**config.mk**
```make
export PLATFORM = sky130hd
export DESIGN_NAME = mod4_pair_tx
export DESIGN_NICKNAME = d
export VERILOG_FILES = /design/src/rtl/mod4_pair_tx.sv
export SDC_FILE = /design/constraint.sdc
export NUM_CORES = 1
export LEC_CHECK = 0
export ABC_AREA = 1
export ABC_CLOCK_PERIOD_IN_PS = 2100
export BUFFER_PORTS_ARGS = -buffer_cell sky130_fd_sc_hd__buf_4
export CAP_MARGIN = 25
export CORE_MARGIN = 2
export CORE_UTILIZATION = 50
export DETAILED_ROUTE_END_ITERATION = 8
export PLACE_DENSITY = 0.75
export SLEW_MARGIN = 10
export SYNTH_ARGS = -nofsm -noshare
export SYNTH_HDL_FRONTEND = slang
export SYNTH_SLANG_ARGS = --single-unit
```
**constraint.sdc**
```tcl
create_clock -name clk -period 2.1 [get_ports clk]
set_input_delay 0.42 -clock clk [delete_from_list [all_inputs] [get_ports clk]]
set_output_delay 0.42 -clock clk [all_outputs]
set_load 0.02 [all_outputs]
```
**src/rtl/mod4_pair_tx.sv**
```systemverilog
// Two-lane serialiser: one WIDTH-bit word out as WIDTH/2 bit pairs (LSB pair first); optional trailing parity pair via MOD4_PAIR_TX_PARITY_PAIR_EN.
// Latency: word accepted on edge N shows pair 0 after edge N; pair k after edge N+k.
// Backpressure: ready is low for the whole frame; nothing is queued, so frames are separated by at least one idle 00 cycle.
module mod4_pair_tx #(
    parameter int WIDTH = 8
) (
    input  logic             clk,
    input  logic             rst,
    input  logic [WIDTH-1:0] data_i,
    input  logic             valid_i,
    output logic             ready_o,
    output logic             out_1,
    output logic             out_2,
    output logic             out_valid,
    output logic             out_last
);
    localparam int PAIRS = WIDTH / 2;
    localparam int CW    = $clog2(PAIRS) + 1;
    localparam logic [CW-1:0] LAST_K = CW'(PAIRS - 1);
`ifdef MOD4_PAIR_TX_PARITY_PAIR_EN
    localparam bit PAR_EN = 1'b1;
`else
    localparam bit PAR_EN = 1'b0;
`endif

    typedef enum logic [1:0] {
        IDLE,
        SHIFT
`ifdef MOD4_PAIR_TX_PARITY_PAIR_EN
        ,
        PAR
`endif
    } state_t;

    state_t           state;
    logic [WIDTH-1:0] shreg;
    logic [CW-1:0]    cnt;
`ifdef MOD4_PAIR_TX_PARITY_PAIR_EN
    logic             parity;
`endif

    assign ready_o = (state == IDLE);

    always_ff @(posedge clk or negedge rst) begin
        if (!rst) begin
            state     <= IDLE;
            shreg     <= '0;
            cnt       <= '0;
            out_1     <= 1'b0;
            out_2     <= 1'b0;
            out_valid <= 1'b0;
            out_last  <= 1'b0;
`ifdef MOD4_PAIR_TX_PARITY_PAIR_EN
            parity    <= 1'b0;
`endif
        end else begin
            case (state)
                IDLE: begin
                    out_1     <= 1'b0;
                    out_2     <= 1'b0;
                    out_valid <= 1'b0;
                    out_last  <= 1'b0;
                    if (valid_i) begin
                        // Pair 0 goes straight to the output register; the
                        // shift register keeps only the pairs still to send.
                        shreg     <= data_i >> 2;
                        out_1     <= data_i[0];
                        out_2     <= data_i[1];
                        out_valid <= 1'b1;
                        out_last  <= !PAR_EN && (LAST_K == '0);
                        cnt       <= '0;
                        state     <= SHIFT;
`ifdef MOD4_PAIR_TX_PARITY_PAIR_EN
                        parity    <= ^data_i;
`endif
                    end
                end
                SHIFT: begin
                    if (cnt == LAST_K) begin
`ifdef MOD4_PAIR_TX_PARITY_PAIR_EN
                        out_1     <= 1'b0;
                        out_2     <= parity;
                        out_valid <= 1'b1;
                        out_last  <= 1'b1;
                        state     <= PAR;
`else
                        out_1     <= 1'b0;
                        out_2     <= 1'b0;
                        out_valid <= 1'b0;
                        out_last  <= 1'b0;
                        state     <= IDLE;
`endif
                    end else begin
                        cnt      <= cnt + CW'(1);
                        out_1    <= shreg[0];
                        out_2    <= shreg[1];
                        shreg    <= shreg >> 2;
                        out_last <= !PAR_EN && ((cnt + CW'(1)) == LAST_K);
                    end
                end
`ifdef MOD4_PAIR_TX_PARITY_PAIR_EN
                PAR: begin
                    out_1     <= 1'b0;
                    out_2     <= 1'b0;
                    out_valid <= 1'b0;
                    out_last  <= 1'b0;
                    state     <= IDLE;
                end
`endif
                default: begin
                    out_1     <= 1'b0;
                    out_2     <= 1'b0;
                    out_valid <= 1'b0;
                    out_last  <= 1'b0;
                    state     <= IDLE;
                end
            endcase
        end
    end
endmodule

```
==> results.py, run 1 <==
metrics = {
    "floorplan": {
        "io_pins": 16,
        "row_count": 13,
        "die_height_um": 41.20,
        "initial_core_util_pct": 53.17,
        "dieArea_mm2": 0.001697,
        "core_area_mm2": 0.001301,
        "chipWidth_um": 41.20,
    },
    "synth": {
        "yosysSeqAreaShare_pct": 50.63,
        "yosys.area_share.simple_pct": 35.26,
        "synthCells": 79,
        "synth_warnings": 0,
        "synth_edf_count": 0,
        "synth-compound-area-share_pct": 0,
        "yosys.area.top_type": "dfrtp_1",
        "syn_nets": 93,
        "synth_ff_type": "dfrtp_1",
        "synth_adder_area_share_pct": 5.425,
        "synthMuxAreaShare_pct": 0,
        "synth_common_cells": "nand2_1, dfrtp_1, nand3_1",
        "synth_top_family_by_area": "simple AND/OR/NAND/NOR gates",
        "async_reset_ff_share_pct": 100.0,
        "synth-seq-cells": 14,
        "synthTopCellsByArea": "dfrtp_1, nand2_1, nand3_1",
        "post-synth-top-count-cell": "nand2_1",
        "mappedNetlistArea_um2": 691.9,
        "synth_area_per_cell_um2": 8.758,
        "yosysUniqueCellTypes": 13,
        "yosys.area_share.xor_xnor_pct": 0,
        "yosys.area.top_type_share_pct": 50.63,
    },
    "sta": {
        "fmax_ghz": 0.6627,
        "hold_violations": 0,
        "timing.final.crit_share_pct": 71.86,
        "slew_viol_final": 0,
        "fin_crit_ps": 1509,
        "setup_tns_ps": 0,
        "finalSetupViolations": 0,
        "worst_pin_slew_ps": 367.2,
        "slew_headroom_pct": 75.52,
        "clock-skew-final_ps": 2.721,
        "rsz0062_at_grt": "no",
    },
    "route": {
        "route.vias.total": 535,
        "detail-route-antenna-nets": 0,
        "drtIter0Drc": 11,
        "first_pass_iters": 4,
        "wl_per_cell_um": 11.03,
        "route.detailed.drc": 0,
        "avgViaCountPerCell": 4.820,
        "totalWireLength_um": 1224,
    },
    "critical_path": {
        "worstPathArrival_ps": 1090,
        "critPathLaunchType": "flip-flop",
        "crit_slowest_cell": "dfrtp_1",
        "critPathMaxFanout": 7,
        "path_delay_family": "flip-flops",
        "slowest_delay_ps": 570,
        "crit_buf_inv": 2,
        "cp-end-kind": "output port",
        "cp_cell_sequence": "inv_8, buf_4",
        "crit_required_ps": 1680,
        "path_class": "flip-flop to output port",
    },
    "cts": {
        "cts.clk_slew.worst_paths_ps": 80,
        "tritoncts": "built",
        "post_cts_buffers": 0,
        "clockBufferDepth": 2,
        "cts_inserted_buffers": 3,
        "cts_resized": 0,
        "cts-root-buf": "clkbuf_4",
        "clock-sinks": 14,
        "clock_latency_ps": 260,
        "htreeDepth": 1,
    },
    "power_and_ir_drop": {
        "seqPwrFrac_pct": 40.3,
        "combPwrFrac_pct": 48.0,
        "p_int_mw": 0.6705,
        "power.switching_mw": 0.5187,
        "p_per_area_mw_per_mm2": 1434,
        "peakVddDrop_mv": 0.7431,
        "p_leak_nw": 0.4804,
        "netSwitchingFraction_pct": 43.62,
        "clockPowerShare_pct": 11.8,
    },
    "global_route": {
        "grtUsageMet3_pct": 6.522,
        "grt_max_degree": 15,
        "top_usage_layer": "met2",
        "grt_pass1_vias": 493,
        "antenna_found_initial": 0,
        "grt_usage_pct": 19.64,
        "met1_usage_pct": 24.50,
        "overflow": 0,
        "grt_pass1_wl_um": 2083,
        "grtUsageMet2_pct": 31.25,
    },
    "placement": {
        "dp.cells": 107,
        "gp_congestion": 0.7764,
        "hpwl_um": 970,
        "numPortBuffers": 15,
    },
    "finish": {
        "fillCellCount": 121,
        "n_antenna_cell": 0,
        "drive_above_1_share_pct": 26.04,
        "area_growth_pct": 19.89,
        "multi_input_area_um2": 281.5,
        "finalNonFillerCells": 111,
        "nets": 112,
        "seqCellArea_um2": 350.3,
    },
    "run": {
        "cap_violations": 0,
    },
    "worst_hold_path": {
        "hold_path_class": "primary input to flip-flop",
    },
    "outcome": {
        "status": "completed",
    },
}
==> layer usage <==
metal / up-vias / wire, µm
met5: - / 0
li1: 277 / -
met4: 0 / 0
met1: 242 / 561
met3: 0 / 52
met2: 16 / 610
==> sequential cells by signal, indices dropped and copies added (netlist names) <==
signal,count
out_2,1
out_valid,1
state,1
out_last,1
shreg,6
out_1,1
cnt,3
==> cells in the final DEF (no fill, tap or decap), types with 2 or more instances in the layout <==
cell      synthesis  layout
buf_4             0      15
ha_1              3       3
inv_1             6       6
nand2_2           3       3
nor2_1            2       2
nand2_1          36      36
nand3_1           9       9
dfrtp_1          14      14
clkbuf_4          0       3
==> timing repair <==
item / 4_1_cts / 5_1_grt
hold buffers: 1 / 0
endpoints found under the setup margin: 0 / 0
hold endpoints to repair: 14 / 0
==> per-stage QoR <==
stage / cell area (µm²) / power (mW) / hold WS (ps) / setup WS (ps) / utilization [%]
6_report: 829.5 / 1.189 / 346.1 / 591.0 / 63.75
4_1_cts: 829.5 / 1.197 / 340.5 / 582.8 / 63.75
5_1_grt: 829.5 / 1.304 / 345.0 / 510.3 / 63.75
3_5_place_dp: 797.0 / 1.050 / 275.2 / 740.0 / 61.25
2_1_floorplan: 691.9 / 0.9053 / 124.4 / 870.8 / -
3_3_place_gp: 797.0 / 1.027 / 276.1 / 795.7 / 61.25
==> worst reg2reg max path, cell delays in order, from the launching register on <==
cell	delay (ps)
dfrtp_1	410
ha_1	210
ha_1	220
inv_1	90
nand2_2	130
nand2_2	150
nand2_1	60
nand2_1	60
==> layout make-up <==
| class | instances | area share [%] |
|---|---|---|
| clock buffers | 3 | 2.715 |
| inverters | 7 | 4.072 |
| multi-input cells | 56 | 33.94 |
| flip-flops and latches | 14 | 42.23 |
| well taps | 15 | 2.262 |
| repair buffers | 16 | 14.78 |
==> power groups by stage <==
| stage | sequential [mW] | clock, mW | combinational [mW] |
|---|---|---|---|
| final | 0.479 | 0.140 | 0.571 |
| after global routing | 0.490 | 0.165 | 0.649 |
| after CTS | 0.478 | 0.145 | 0.574 |
| after detailed placement | 0.482 | 0 | 0.568 |
| after global placement | 0.475 | 0 | 0.552 |
| after floorplan | 0.481 | 0 | 0.424 |
==> final timing paths <==
check	startpoint	endpoint	slack, ps	cells past startpoint
worst min-delay path	data_i[1]	out_2$_DFF_PN0_	350	3
max in group asynchronous	rst	cnt[1]$_DFFE_PN0P_	1400	2
worst min register to register	shreg[4]$_DFFE_PN0P_	shreg[4]$_DFFE_PN0P_	520	2
worst max register to register	cnt[0]$_DFFE_PN0P_	shreg[3]$_DFFE_PN0P_	710	7
min in group asynchronous	rst	state[0]$_DFFE_PN0P_	540	2
worst max-delay path	state[0]$_DFFE_PN0P_	ready_o	590	2
==> logic make-up after synthesis <==
kind of cell	count (synthesis)
adders and majority gates	3
buffers and inverters	9
DFF	14
and+or+nand+nor	53
Note: power is estimated with default switching activity, not from simulation.
==> run 2: changes to the inputs <==
--- a/config.mk
+++ b/config.mk
@@ -6,7 +6,7 @@
 export NUM_CORES = 1
 export LEC_CHECK = 0
 export ABC_AREA = 1
-export ABC_CLOCK_PERIOD_IN_PS = 2100
+export ABC_CLOCK_PERIOD_IN_PS = 1530
 export BUFFER_PORTS_ARGS = -buffer_cell sky130_fd_sc_hd__buf_4
 export CAP_MARGIN = 25
 export CORE_MARGIN = 2
==> constraint.sdc (replaced) <==
create_clock -name clk -period 1.53 [get_ports clk]
set_input_delay 0.306 -clock clk [delete_from_list [all_inputs] [get_ports clk]]
set_output_delay 0.306 -clock clk [all_outputs]
set_load 0.02 [all_outputs]
==> run 2 against run 1 <==
Against the previous run:
- sequential power rose by 37%
- setup slack got worse by 480 ps
- worst hold slack got worse by 120 ps
- critical endpoint unchanged
- largest cell class unchanged
- highest routed layer is now met4
==> results.py, run 2 (synthesis gave the netlist of run 1 again) <==
metrics = {
    "sta": {
        "worst_pin_slew_ps": 387.1,
        "fin_crit_ps": 1414,
        "slew_viol_final": 0,
        "fmax_ghz": 0.7070,
        "clock-skew-final_ps": 5.572,
        "rsz0062_at_grt": "no",
        "finalSetupViolations": 0,
        "hold_violations": 0,
        "setup_tns_ps": 0,
        "timing.final.crit_share_pct": 92.45,
        "slew_headroom_pct": 74.19,
    },
    "cts": {
        "clockBufferDepth": 2,
        "cts_inserted_buffers": 3,
        "clock-sinks": 14,
        "clock_latency_ps": 270,
        "htreeDepth": 1,
        "cts-root-buf": "clkbuf_4",
        "tritoncts": "built",
        "cts.clk_slew.worst_paths_ps": 80,
    },
    "critical_path": {
        "critPathMaxFanout": 7,
        "critPathLaunchType": "flip-flop",
        "slowest_delay_ps": 580,
        "cp_cell_sequence": "inv_8, buf_4",
        "rrSetupSlack_ps": 150,
        "crit_buf_inv": 2,
        "path_class": "flip-flop to output port",
        "cp-end-kind": "output port",
        "crit_slowest_cell": "dfrtp_1",
        "crit_required_ps": 1220,
        "worstPathArrival_ps": 1110,
        "path_delay_family": "flip-flops",
    },
    "worst_hold_path": {
        "hold_path_class": "primary input to flip-flop",
    },
    "finish": {
        "reg.largest.list": "shreg: 6 flops, cnt: 3 flops",
        "area_growth_pct": 20.61,
        "multi_input_area_um2": 286.5,
        "finalNonFillerCells": 111,
        "layout_common_cells": "nand2_1, buf_4, dfrtp_1",
        "top_register": "shreg",
        "drive_above_1_share_pct": 26.04,
        "n_antenna_cell": 0,
        "largest_reg_flops": 6,
        "final_common_cell": "nand2_1",
        "seqCellArea_um2": 350.3,
        "nets": 112,
        "fillCellCount": 116,
    },
    "floorplan": {
        "row_count": 13,
        "initial_core_util_pct": 53.17,
        "core_area_mm2": 0.001301,
        "dieArea_mm2": 0.001697,
        "chipWidth_um": 41.20,
        "die_height_um": 41.20,
        "io_pins": 16,
    },
    "global_route": {
        "antenna_found_initial": 0,
        "grt_usage_pct": 20.20,
        "overflow": 0,
        "grt_max_degree": 15,
        "grt_pass1_vias": 491,
        "grt_pass1_wl_um": 2118,
    },
    "route": {
        "detail-route-antenna-nets": 0,
        "drtIter0Drc": 16,
        "avgViaCountPerCell": 4.703,
        "totalWireLength_um": 1257,
        "route.detailed.drc": 0,
        "wl_per_cell_um": 11.32,
        "route.vias.total": 522,
        "first_pass_iters": 4,
    },
    "outcome": {
        "status": "completed",
    },
    "power_and_ir_drop": {
        "peakVddDrop_mv": 0.9238,
        "p_leak_nw": 0.4828,
        "p_per_area_mw_per_mm2": 1979,
    },
    "run": {
        "cap_violations": 0,
    },
    "placement": {
        "dp.cells": 107,
        "hpwl_um": 1013,
        "gp_congestion": 0.7772,
        "numPortBuffers": 15,
    },
}
-- run 2: cell counts in the layout (fill, tap and decap cells not counted) --
No cell type changed its count.
-- run 2: tightest hold or removal path: cells and delay by family --
kind          cells  cell delay, ps
simple gates      2              90
buf+inv           1              70
-- run 2: path summary, 6_finish.rpt --
path,cells after the start,endpoint,startpoint
worst max-delay path,2,ready_o,state[0]$_DFFE_PN0P_
worst min-delay path,3,out_1$_DFF_PN0_,data_i[0]
worst max register to register,7,shreg[3]$_DFFE_PN0P_,cnt[0]$_DFFE_PN0P_
worst min register to register,2,shreg[4]$_DFFE_PN0P_,shreg[4]$_DFFE_PN0P_
max in group asynchronous,2,shreg[3]$_DFFE_PN0P_,rst
min in group asynchronous,2,shreg[2]$_DFFE_PN0P_,rst
-- run 2: stage by stage --
stage	total power, mW	instance area (µm²)	worst slack (ps)	utilization [%]	hold slack (ps)
after global placement	1.410	797.0	223.9	61.25	162.1
final	1.652	834.6	115.6	64.13	228.4
after global routing	1.812	834.6	25.56	64.13	217.8
after floorplan	1.243	691.9	300.8	-	10.41
after detailed placement	1.451	797.0	171.7	61.25	162.1
after CTS	1.649	829.5	118.7	63.75	221.6
-- run 2: routing by layer --
layer / GRT usage [%] / vias to the layer above / wire length [µm]
li1: - / 275 / -
met1: 24.83 / 231 / 564
met2: 32.81 / 14 / 620
met3: 6.522 / 2 / 63
met4: 7.258 / 0 / 9
met5: 0 / - / 0
-- run 2: cell type report --
| type | instances | share of cell area, % |
|---|---|---|
| inverters | 7 | 4.048 |
| clock buffers | 3 | 2.699 |
| well taps | 15 | 2.249 |
| flip-flops and latches | 14 | 41.98 |
| repair buffers | 16 | 14.69 |
| multi-input cells | 56 | 34.33 |
-- run 2: where the power goes --
part	internal, mW	switching [mW]
clock network	0.0908	0.103
logic	0.306	0.494
registers	0.530	0.128
total	0.927	0.725
-- run 2: repair_timing --
item / in CTS / in global routing
buffers inserted: 0 / 0
resized for setup: 0 / 1
hold buffers: 1 / 0
hold endpoints to repair: 14 / 0
endpoints found under the setup margin: 0 / 1
==> run 3: changes to the inputs <==
--- a/config.mk
+++ b/config.mk
@@ -5,7 +5,6 @@
 export SDC_FILE = /design/constraint.sdc
 export NUM_CORES = 1
 export LEC_CHECK = 0
-export ABC_AREA = 1
 export ABC_CLOCK_PERIOD_IN_PS = 1530
 export BUFFER_PORTS_ARGS = -buffer_cell sky130_fd_sc_hd__buf_4
 export CAP_MARGIN = 25
==> run 3 against run 2 <==
Against the previous run:
- core utilization up 2.5 points
- first-iteration DRC count is 44% lower
- critical endpoint is now cnt[2]$_DFFE_PN0P_
- via count decreased by 0.19%
- clock power is 38% higher
- critical path depth up 3
- sequential cell count did not move
- clock skew down 3.2 ps
==> results.py, run 3 <==
metrics = {
    "floorplan": {
        "core_area_mm2": 0.001318,
        "row_count": 13,
        "chipWidth_um": 41.60,
        "initial_core_util_pct": 53.66,
        "die_height_um": 41.60,
        "io_pins": 16,
        "dieArea_mm2": 0.001731,
    },
    "synth": {
        "post-synth-top-count-cell": "dfrtp_1",
        "synth_common_cells": "dfrtp_1, mux2i_1, inv_1, nand2_1, nor2b_1",
        "synthCells": 64,
        "yosysUniqueCellTypes": 27,
        "async_reset_ff_share_pct": 100.0,
        "synth_ff_type": "dfrtp_1",
        "yosysSeqAreaShare_pct": 49.56,
        "synth_area_per_cell_um2": 11.05,
        "yosys.area.top_type_share_pct": 49.56,
        "yosys.area.top_type": "dfrtp_1",
        "mappedNetlistArea_um2": 706.9,
        "synthTopCellsByArea": "dfrtp_1, mux2i_1, ha_1",
        "synth_warnings": 0,
        "syn_nets": 78,
        "synth-seq-cells": 14,
        "synth_edf_count": 0,
    },
    "finish": {
        "area_growth_pct": 24.25,
        "top_register": "shreg",
        "layout_common_cells": "buf_4, dfrtp_1, mux2i_1",
        "drive_above_1_share_pct": 31.33,
        "final_common_cell": "buf_4",
        "largest_reg_flops": 6,
        "multi_input_area_um2": 312.8,
        "seqCellArea_um2": 350.3,
        "n_antenna_cell": 0,
        "finalNonFillerCells": 98,
        "fillCellCount": 108,
        "nets": 98,
        "reg.largest.list": "shreg: 6 flops, cnt: 3 flops",
        "final_util_pct": 66.67,
    },
    "power_and_ir_drop": {
        "peakVddDrop_mv": 0.9470,
        "p_per_area_mw_per_mm2": 1978,
        "p_leak_nw": 0.4346,
    },
    "sta": {
        "finalSetupViolations": 0,
        "hold-worst-slack_ps": 241.0,
        "fmax_ghz": 0.7210,
        "clock-skew-final_ps": 2.332,
        "rsz0062_at_grt": "no",
        "fin_crit_ps": 1387,
        "slew_headroom_pct": 80.86,
        "hold_violations": 0,
        "timing.final.crit_share_pct": 90.65,
        "slew_viol_final": 0,
        "setup_tns_ps": 0,
        "worst_pin_slew_ps": 287.1,
    },
    "cts": {
        "htreeDepth": 1,
        "cts_inserted_buffers": 3,
        "cts.clk_slew.worst_paths_ps": 80,
        "clock-sinks": 14,
        "clock_latency_ps": 280,
        "tritoncts": "built",
        "post_cts_buffers": 0,
        "cts-root-buf": "clkbuf_4",
        "clockBufferDepth": 2,
    },
    "critical_path": {
        "path_class": "flip-flop to flip-flop",
        "crit_slowest_cell": "dfrtp_1",
        "r2r-end": "cnt[2]$_DFFE_PN0P_",
        "critPathLaunchType": "flip-flop",
        "cp-end-kind": "flip-flop",
        "slowest_delay_ps": 390,
        "worstPathArrival_ps": 1580,
        "rrSetupSlack_ps": 140,
        "r2r-start": "cnt[0]$_DFFE_PN0P_",
        "cp_cell_sequence": "ha_1, ha_2, nor2b_1, a211o_1, o31ai_1",
        "worstRegToRegCells": 5,
        "critPathMaxFanout": 2,
        "crit_required_ps": 1720,
    },
    "placement": {
        "numPortBuffers": 15,
        "dp.cells": 93,
        "hpwl_um": 924.8,
        "gp_congestion": 0.7140,
    },
    "worst_hold_path": {
        "hold_end": "out_1$_DFF_PN0_",
        "hp-start": "data_i[0]",
        "hold_path_class": "primary input to flip-flop",
        "hold_path_depth": 2,
    },
    "route": {
        "drtIter0Drc": 9,
        "avgViaCountPerCell": 5.316,
        "first_pass_iters": 2,
        "totalWireLength_um": 1238,
        "detail-route-antenna-nets": 0,
        "wl_per_cell_um": 12.63,
        "route.detailed.drc": 0,
        "route.vias.total": 521,
    },
    "global_route": {
        "grt_pass1_wl_um": 2201,
        "grt_max_degree": 15,
        "grt_pass1_vias": 534,
        "overflow": 0,
        "grt_usage_pct": 16.73,
        "antenna_found_initial": 0,
    },
    "run": {
        "cap_violations": 0,
    },
    "outcome": {
        "status": "completed",
    },
}
[run 3: through the flow]
stage                     setup slack [ps]  instance area (µm²)  total power, mW
after detailed placement             19.30                829.5            1.478
final                                143.0                878.3            1.737
after floorplan                      111.9                706.9            1.244
after global placement               61.70                829.5            1.456
after global routing                 34.66                878.3            1.872
after CTS                            128.9                878.3            1.758
[run 3: area by class of cell]
class                      count  area share, %
timing repair buffer          19          16.52
multi-input combinational     42          35.61
sequential                    14          39.89
tap                           15          2.137
inverter                       4          1.709
clock buffer                   4          4.131
[run 3: where the power goes]
group / switching [mW] / internal [mW]
combinational: 0.398 / 0.429
sequential: 0.109 / 0.533
clock: 0.122 / 0.145
[run 3: cell families after synthesis]
group	count (synthesis)	synth area share [%]
flip-flops	14	49.56
buffers and inverters	8	6.547
XOR/XNOR	1	1.239
multiplexers	5	7.080
AO/OA/AOI/OAI	18	17.52
AND/OR/NAND/NOR	15	12.74
adder cells (fa/ha/maj)	3	5.310
[run 3: timing repair]
item	4_1_cts	5_1_grt
hold endpoints to repair	14	0
setup endpoints to repair	1	0
resized for setup	1	0
hold buffers	1	0
[run 3: metal layers]
metal  vias to the layer above  share of wire (%)  GRT usage, %
li1                        262                  -             -
met1                       245                 46         20.40
met2                        10                 49         27.81
met3                         4                3.2         2.609
met4                         0                1.9         9.677
met5                         -                  0             0
[run 3: worst max path at each step]
stage                                 endpoint  depth (start not counted)  slack, ps               start
final                       cnt[2]$_DFFE_PN0P_                          5        140  cnt[0]$_DFFE_PN0P_
after global routing      shreg[3]$_DFFE_PN0P_                          5         30  cnt[0]$_DFFE_PN0P_
after detailed placement  shreg[3]$_DFFE_PN0P_                          5         20  cnt[0]$_DFFE_PN0P_
after global placement    shreg[3]$_DFFE_PN0P_                          5         60  cnt[1]$_DFFE_PN0P_
after floorplan             cnt[1]$_DFFE_PN0P_                          6        110  cnt[0]$_DFFE_PN0P_
after CTS                   cnt[2]$_DFFE_PN0P_                          5        130  cnt[0]$_DFFE_PN0P_
[run 3: worst max-delay path: cells and delay by family (launching register included)]
family          cells  cell delay [ps]
fa+ha+maj           2              450
flops               1              390
compound gates      2              320
simple gates        1              130
